## src/rtl/dense_mac_engine.sv

```systemverilog
// Fully connected layer engine: sequences weight/activation reads per output
// neuron, accumulates products and emits a biased, saturated, optional-ReLU result.
module dense_mac_engine #(
    parameter int DATSIZE = 22,
    parameter int PARSIZE = 16,
    parameter int FPSHIFT = 14,
    parameter int ACCW    = 48
) (
    input  logic               clk,
    input  logic               rst_n,
    input  logic               start,
    input  logic [3:0]         state_in,
    input  logic               relu_en,
    output logic               busy,
    output logic               done,
    output logic [3:0]         layer_state,
    output logic               w_en,
    output logic [6:0]         read_o,
    output logic [7:0]         read_i,
    input  logic [PARSIZE-1:0] w_data,
    input  logic [PARSIZE-1:0] b_data,
    output logic [7:0]         act_addr,
    input  logic [DATSIZE-1:0] act_data,
    output logic               out_valid,
    output logic [6:0]         out_idx,
    output logic [DATSIZE-1:0] out_data
);

    // state | meaning
    // IDLE  | waiting for a start with a valid layer code
    // ISSUE | one weight/activation read per cycle, index 0..N_in-1
    // DRAIN | two cycles for the read latency and the two pipeline stages
    // OUT   | accumulator final; bias, shift, saturate, ReLU and register result

    localparam int PRODW = DATSIZE + PARSIZE;
    localparam logic [3:0] L_DENSE2 = 4'b1000;
    localparam logic [3:0] L_DENSE1 = 4'b1001;
    localparam logic [6:0] LAST_O   = 7'd95;

    typedef enum logic [1:0] {S_IDLE, S_ISSUE, S_DRAIN, S_OUT} state_t;

    state_t               r_state;
    logic                 r_busy;
    logic                 r_done;
    logic [3:0]           r_layer;
    logic                 r_relu;
    logic [7:0]           r_last_i;
    logic                 r_w_en;
    logic [6:0]           r_read_o;
    logic [7:0]           r_read_i;
    logic                 r_drain_cnt;
    logic                 r_out_valid;
    logic [6:0]           r_out_idx;
    logic [DATSIZE-1:0]   r_out_data;

    logic                 r_v1, r_f1, r_v2, r_f2;
    logic signed [PRODW-1:0] r_p;
    logic signed [ACCW-1:0]  r_acc;

    logic                    w_accept;
    logic signed [PRODW-1:0] w_prod;
    logic signed [ACCW-1:0]  w_p_ext;
    logic signed [ACCW-1:0]  w_bias_ext;
    logic signed [ACCW-1:0]  w_sum;
    logic signed [ACCW-1:0]  w_shift;
    logic                    w_ovf;
    logic [DATSIZE-1:0]      w_sat;
    logic [DATSIZE-1:0]      w_result;

    assign w_accept = start && !r_busy && (r_state == S_IDLE) &&
                      ((state_in == L_DENSE2) || (state_in == L_DENSE1));

    always_ff @(posedge clk or negedge rst_n) begin
        if (!rst_n) begin
            r_state     <= S_IDLE;
            r_busy      <= 1'b0;
            r_done      <= 1'b0;
            r_layer     <= 4'b0000;
            r_relu      <= 1'b0;
            r_last_i    <= 8'd0;
            r_w_en      <= 1'b0;
            r_read_o    <= 7'd0;
            r_read_i    <= 8'd0;
            r_drain_cnt <= 1'b0;
            r_out_valid <= 1'b0;
            r_out_idx   <= 7'd0;
            r_out_data  <= '0;
        end else begin
            r_done      <= 1'b0;
            r_out_valid <= 1'b0;
            case (r_state)
                S_IDLE: begin
                    // busy stays up through the done cycle, which is spent here
                    r_busy  <= 1'b0;
                    r_layer <= 4'b0000;
                    r_w_en  <= 1'b0;
                    if (w_accept) begin
                        r_state  <= S_ISSUE;
                        r_busy   <= 1'b1;
                        r_layer  <= state_in;
                        r_relu   <= relu_en;
                        r_last_i <= (state_in == L_DENSE2) ? 8'd255 : 8'd95;
                        r_read_o <= 7'd0;
                        r_read_i <= 8'd0;
                        r_w_en   <= 1'b1;
                    end
                end
                S_ISSUE: begin
                    if (r_read_i == r_last_i) begin
                        r_w_en      <= 1'b0;
                        r_drain_cnt <= 1'b1;
                        r_state     <= S_DRAIN;
                    end else begin
                        r_read_i <= r_read_i + 8'd1;
                    end
                end
                S_DRAIN: begin
                    if (r_drain_cnt == 1'b0) begin
                        r_state <= S_OUT;
                    end else begin
                        r_drain_cnt <= r_drain_cnt - 1'b1;
                    end
                end
                S_OUT: begin
                    r_out_valid <= 1'b1;
                    r_out_idx   <= r_read_o;
                    r_out_data  <= w_result;
                    r_read_i    <= 8'd0;
                    if (r_read_o == LAST_O) begin
                        r_done   <= 1'b1;
                        r_layer  <= 4'b0000;
                        r_read_o <= 7'd0;
                        r_state  <= S_IDLE;
                    end else begin
                        r_read_o <= r_read_o + 7'd1;
                        r_w_en   <= 1'b1;
                        r_state  <= S_ISSUE;
                    end
                end
                default: r_state <= S_IDLE;
            endcase
        end
    end

    assign w_prod  = $signed(w_data) * $signed(act_data);
    assign w_p_ext = {{(ACCW-PRODW){r_p[PRODW-1]}}, r_p};

    // Valid/first travel alongside the read data; "first" restarts the sum
    // so back-to-back neurons need no clearing bubble.
    always_ff @(posedge clk or negedge rst_n) begin
        if (!rst_n) begin
            r_v1  <= 1'b0;
            r_f1  <= 1'b0;
            r_v2  <= 1'b0;
            r_f2  <= 1'b0;
            r_p   <= '0;
            r_acc <= '0;
        end else begin
            r_v1 <= r_w_en;
            r_f1 <= r_w_en && (r_read_i == 8'd0);
            r_v2 <= r_v1;
            r_f2 <= r_f1;
            if (r_v1) begin
                r_p <= w_prod;
            end
            if (r_v2) begin
                r_acc <= r_f2 ? w_p_ext : (r_acc + w_p_ext);
            end
        end
    end

    assign w_bias_ext = {{(ACCW-PARSIZE){b_data[PARSIZE-1]}}, b_data};
    assign w_sum      = r_acc + (w_bias_ext <<< FPSHIFT);
    assign w_shift    = w_sum >>> FPSHIFT;

    // In range only when every bit above the result sign bit matches it.
    assign w_ovf = !((&w_shift[ACCW-1:DATSIZE-1]) || !(|w_shift[ACCW-1:DATSIZE-1]));

    always_comb begin
        w_sat = w_shift[DATSIZE-1:0];
        if (w_ovf) begin
            w_sat = w_shift[ACCW-1] ? {1'b1, {(DATSIZE-1){1'b0}}}
                                    : {1'b0, {(DATSIZE-1){1'b1}}};
        end
    end

    assign w_result = (r_relu && w_sat[DATSIZE-1]) ? '0 : w_sat;

    assign busy        = r_busy;
    assign done        = r_done;
    assign layer_state = r_layer;
    assign w_en        = r_w_en;
    assign read_o      = r_read_o;
    assign read_i      = r_read_i;
    assign act_addr    = r_read_i;
    assign out_valid   = r_out_valid;
    assign out_idx     = r_out_idx;
    assign out_data    = r_out_data;

endmodule
```

## config.mk

```make
export PLATFORM = sky130hd
export DESIGN_NAME = dense_mac_engine
export DESIGN_NICKNAME = d
export VERILOG_FILES = /design/src/rtl/dense_mac_engine.sv
export SDC_FILE = /design/constraint.sdc
export NUM_CORES = 1
export LEC_CHECK = 0
export BUFFER_PORTS_ARGS = -buffer_cell sky130_fd_sc_hd__buf_2
export CORE_UTILIZATION = 45
export DETAILED_ROUTE_END_ITERATION = 16
export SLEW_MARGIN = 20
export SYNTH_ARGS = -nofsm -noshare
export SYNTH_HDL_FRONTEND = slang
export SYNTH_SLANG_ARGS = --single-unit
```

## constraint.sdc

```tcl
create_clock -name clk -period 4.5 [get_ports clk]
set_clock_uncertainty 0.2 [all_clocks]
set_input_delay 1.125 -clock clk [delete_from_list [all_inputs] [get_ports clk]]
set_output_delay 1.125 -clock clk [all_outputs]
set_load 0.005 [all_outputs]
```

; ---- Word level (Yosys, flattened, before mapping)
; Cells that the tools add are included.
[op_classes]
n_addsub = 5
reduce_logical = 23
multipliers = 1
mux = 29
eq_ne = 13
[op_table]
columns = op, n
row1 = $mux 22, 3
row2 = $add 48x30->48, 1
row3 = $add 48x38->48, 1
row4 = $mux 48, 1
row5 = $mul 16x22->38, 1
row6 = $mux 8, 3
row7 = $pmux 8 s3, 1
row8 = $mux 7, 2
row9 = $pmux 7 s2, 1
row10 = $reduce_and 13->1, 1
row11 = $reduce_or 13->1, 1
row12 = $ne 2x2->1 const B, 6
row13 = $mux 1, 9
row14 = $reduce_and 3->1, 3
row15 = $add 8x1->8 const B, 1
row16 = $eq 4x4->1 const B, 2
row17 = $eq 8x8->1, 1
row18 = $logic_not 8->1, 1
row19 = $mux 4, 2
row20 = $pmux 2 s4, 1
row21 = $pmux 4 s2, 1
row22 = $reduce_and 2->1, 4
row23 = $add 7x1->7 const B, 1
row24 = $eq 7x7->1 const B, 1
row25 = 12 further kinds, 22
[word_totals]
wordCells = 90
ff_bits = 154
inputBits = 62

; ---- Depth between registers and ports, before layout
[logic_depth]
word_depth = 7
mapped_depth = 26

; ---- Worst setup path after synthesis
; Ideal clock, no wire load.
[synth_path]
kind = input to register
start = in w_data[1]
end = reg r_p[35]
path_stages = 23
setup_ps = 125
arrival_time_ps = 7003
required_ps = 4175
path_slack_ps = -2827
n_path_buf = 1
cell_sequence = clkbuf_1 > nand2_1 > fa_1 > inv_1 > fa_1 > inv_1 > fa_1 > inv_1 > fa_1 > fa_1 > fa_1 > ha_1 > a21oi_1 > o21ai_0 > or4_1 > a31oi_1 > o21ai_1 > a41oi_1 > o211ai_1 > a31o_2 > a21oi_1 > xnor2_1 > mux2_2
[synth_via]
elab_chain_len = 1
[synth_rtl]
columns = item, line
row1 = from (decl), 20  ; input logic [PARSIZE-1:0] w_data,
row2 = $mul 16x22->38, 145  ; assign w_prod = $signed(w_data) * $signed(act_data);
row3 = to (signal assigned), 164  ; r_p <= w_prod;
row4 = to (decl), 57  ; logic signed [PRODW-1:0] r_p;
; No other way between the ends.
; A chain may end at the register's enable or synchronous reset.

; ---- Final worst setup path
[layout_path]
start = in w_data[10]
end = reg r_p[35]
; The elaborated chain is that of the path after synthesis.

==> metrics.cfg <==
[cells_and_area]
fin_area_um2 = 29240
drive_gt1_share_pct = 23.45
antennaDiodeCount = 0
areaGrowthSynthToFinish_pct = 22.56
finish.utilization_pct = 55.76
stdcell_count = 3746
nets = 3637

[timing]
finalSetupViolCount = 31
slew_headroom_pct = 34.09
grt_setup_unrepaired = yes
final.period_utilization_pct = 148.4
fin_crit_ns = 6.679
final_hold_viol_count = 0
max_freq_mhz = 149.7
final.setup.worst_slack_ns = -2.179
drv_slew = 0
worst_slew_pin_slew_ns = 0.9886

[yosys]
synth-xor-area-share_pct = 4.263
synth_most_common_cell = inv_1
async_flop_share_pct = 100.0
synth_edf_count = 0
ys_ff_latch = 148
netlist_area_um2 = 23860
synthCells = 2706
synth_nets = 3298
synth.area.mux_share_pct = 3.005
synth.distinct_cells = 82
synth-compound-area-share_pct = 13.49
synth-seq-area-share_pct = 15.52
synth_top_family_by_area = adder cells
yosysWarnings = 0
syn_area_per_cell_um2 = 8.818
synthAdderAreaFrac_pct = 38.74
yosysTopAreaCellShare_pct = 29.20
synth_top_area_cell = fa_1
yosys.area_share.simple_pct = 16.05
synth_flop_cell = dfrtp_1
ys_top_cells_by_area = fa_1, dfrtp_1, ha_1
yosys-top-cells-count = inv_1, fa_1, nand2_1

[critical_path]
critPathKind = in2reg
cp.required_ns = 4.65
worstPathArrival_ns = 6.83
critPathMaxStageDelay_ns = 0.56
crit_buf_inv = 5
critical-path-top-delay-family = adder cells
path_max_fanout = 5
critPathCaptureType = flip-flop
startpoint_type = primary input
cpMaxStageDelayCell = fa_2
cp_cell_sequence = buf_12 > and2_4 > fa_1 > inv_2 > fa_1 > inv_1 > fa_2 > fa_1 > fa_2 > inv_2 > fa_1 > inv_2 > ha_4 > a21oi_2 > o21ai_2 > or4_4 > a31oi_4 > o21ai_2 > a41oi_2 > o211ai_1 > a31o_2 > a21oi_2 > xnor2_1 > mux2_4
critical_path.most_common_cell = fa_1

[placed_design]
post-place-ws_ns = -2.829
portBuffers = 121
placement.cell_area_um2 = 27110
hpwlAfterDp_um = 49600
placed_cells = 3655
gp_congestion = 0.8775

[die]
fp.dieH_um = 232.3
start_util_pct = 45.50
die_w_um = 232.3
die_area_um2 = 53950
num_rows = 84
pin_count = 122
core_um2 = 52450

[cts]
clk_latency_ns = 0.47
cts_root_buf = clkbuf_16
tritoncts = yes
clock_path_buffers = 2
postCtsHoldBufs = 0
cts_max_level = 4
cts_inserted_buffers = 17
clock-sinks = 148
clkTransAtPathRegs_ns = 0.07

[drt]
via_count = 19790
antenna_left = 0
dr.pass1.iters = 5
drt_wl_total_um = 61290
dr.first_iter.drc_count = 1130
wl_per_cell_um = 16.36
drc_errors = 0
via_per_inst = 5.282

[grt]
grt_pass1_wl_um = 103000
gr-total-overflow = 0
grt_usage_pct = 23.61
antenna_found_initial = 1
grt_pass1_vias = 20650
grt_start_max_net_pins = 79

[outcome]
violations = negative setup slack
status = finished with violations

[flow_run]
cap_viol_max_count = 0

[hold_path]
holdCritPathClass = reg2reg

-- cell usage in the layout (no fill, tap or decap), drive strengths merged, types with 10 or more instances in the layout --
| cell type | netlist | layout |
|---|---|---|
| o21ai | 91 | 91 |
| nand4 | 19 | 19 |
| clkbuf | 101 | 21 |
| and2 | 139 | 139 |
| and3 | 17 | 17 |
| nor3 | 19 | 19 |
| nor4 | 28 | 28 |
| mux2i | 30 | 30 |
| nor2 | 165 | 165 |
| a221oi | 20 | 20 |
| fa | 348 | 348 |
| nand2b | 29 | 29 |
| xnor2 | 67 | 67 |
| o21bai | 21 | 21 |
| inv | 424 | 431 |
| nor2b | 11 | 11 |
| ha | 182 | 182 |
| a21o | 62 | 62 |
| mux2 | 37 | 37 |
| dfrtp | 148 | 148 |
| buf | 24 | 442 |
| a21oi | 178 | 178 |
| a211oi | 10 | 10 |
| nand3 | 24 | 24 |
| nand2 | 314 | 314 |
| a31oi | 19 | 19 |
| xor2 | 47 | 47 |
-- cell type report --
class	instances	area [µm²]
Multi-Input combinational cell	2007	18830
Timing Repair Buffer	445	3637
Tap cell	688	860.8
Inverter	426	1600
Clock inverter	14	163.9
Clock buffer	18	439.2
Sequential cell	148	3707
Fill cell	4599	23200
-- worst reg2reg max path, cell delays in order (launching register included) --
cell      delay (ns)
dfrtp_1         0.38
ha_1            0.18
inv_1           0.05
fa_1            0.40
nand2b_1        0.18
a21oi_1         0.31
o221ai_1        0.23
o21ai_1         0.26
a31oi_1         0.19
o31ai_1         0.49
a21oi_1         0.19
o21ai_1         0.38
a221oi_1        0.17
and4b_1         0.23
a2111o_1        0.28
-- through the flow --
stage                     hold WS, ns  TNS [ns]
after floorplan                0.1312    -51.75
after global placement         0.1380    -73.68
after detailed placement       0.1370    -76.09
after CTS                      0.1528    -49.62
after global routing           0.1626    -57.04
final                          0.1526    -51.82
-- flip-flops by register name, indices dropped and copies added, names as in the netlist, 2 cells and up --
register,cells
r_acc,48
r_p,38
out_data,22
act_addr,8
out_idx,7
read_o,7
layer_state,4
r_last_i,2
r_state,2
-- path summary, 6_finish.rpt --
check	slack, ns	from	cells past startpoint	endpoint
worst max-delay path	-2.18	w_data[10]	24	r_p[35]$_DFFE_PN0P_
worst min-delay path	0.15	r_f1$_DFF_PN0_	0	r_f2$_DFF_PN0_
worst max register to register	0.25	r_p[0]$_DFFE_PN0P_	14	r_acc[44]$_DFFE_PN0P_
worst min register to register	0.15	r_f1$_DFF_PN0_	0	r_f2$_DFF_PN0_
max in group asynchronous	2.73	rst_n	2	r_f2$_DFF_PN0_
min in group asynchronous	0.40	rst_n	1	r_acc[3]$_DFFE_PN0P_
-- layer usage --
layer	part of all wire [%]	global-route usage [%]	vias up
li1	-	-	9506
met1	46	32.37	9763
met2	48	39.21	456
met3	5.1	3.721	59
met4	1.2	5.016	2
met5	0.011	0	-
-- cell families after synthesis --
family	count (synthesis)
AND/OR/NAND/NOR	802
buffers and inverters	551
adder cells (fa/ha/maj)	530
AO/OA/AOI/OAI	494
flip-flops	148
XOR/XNOR	114
multiplexers	67
-- what timing repair did --
item                       4_1_cts  5_1_grt
pin swaps                       66       66
buffers inserted                40       19
setup endpoints to repair       32       53
gates resized for setup        186      113
cloned                           1        1
Power is left out: the tool's default activity adds up to more than one toggle a clock period on the data nets, which glitch-free logic cannot reach.
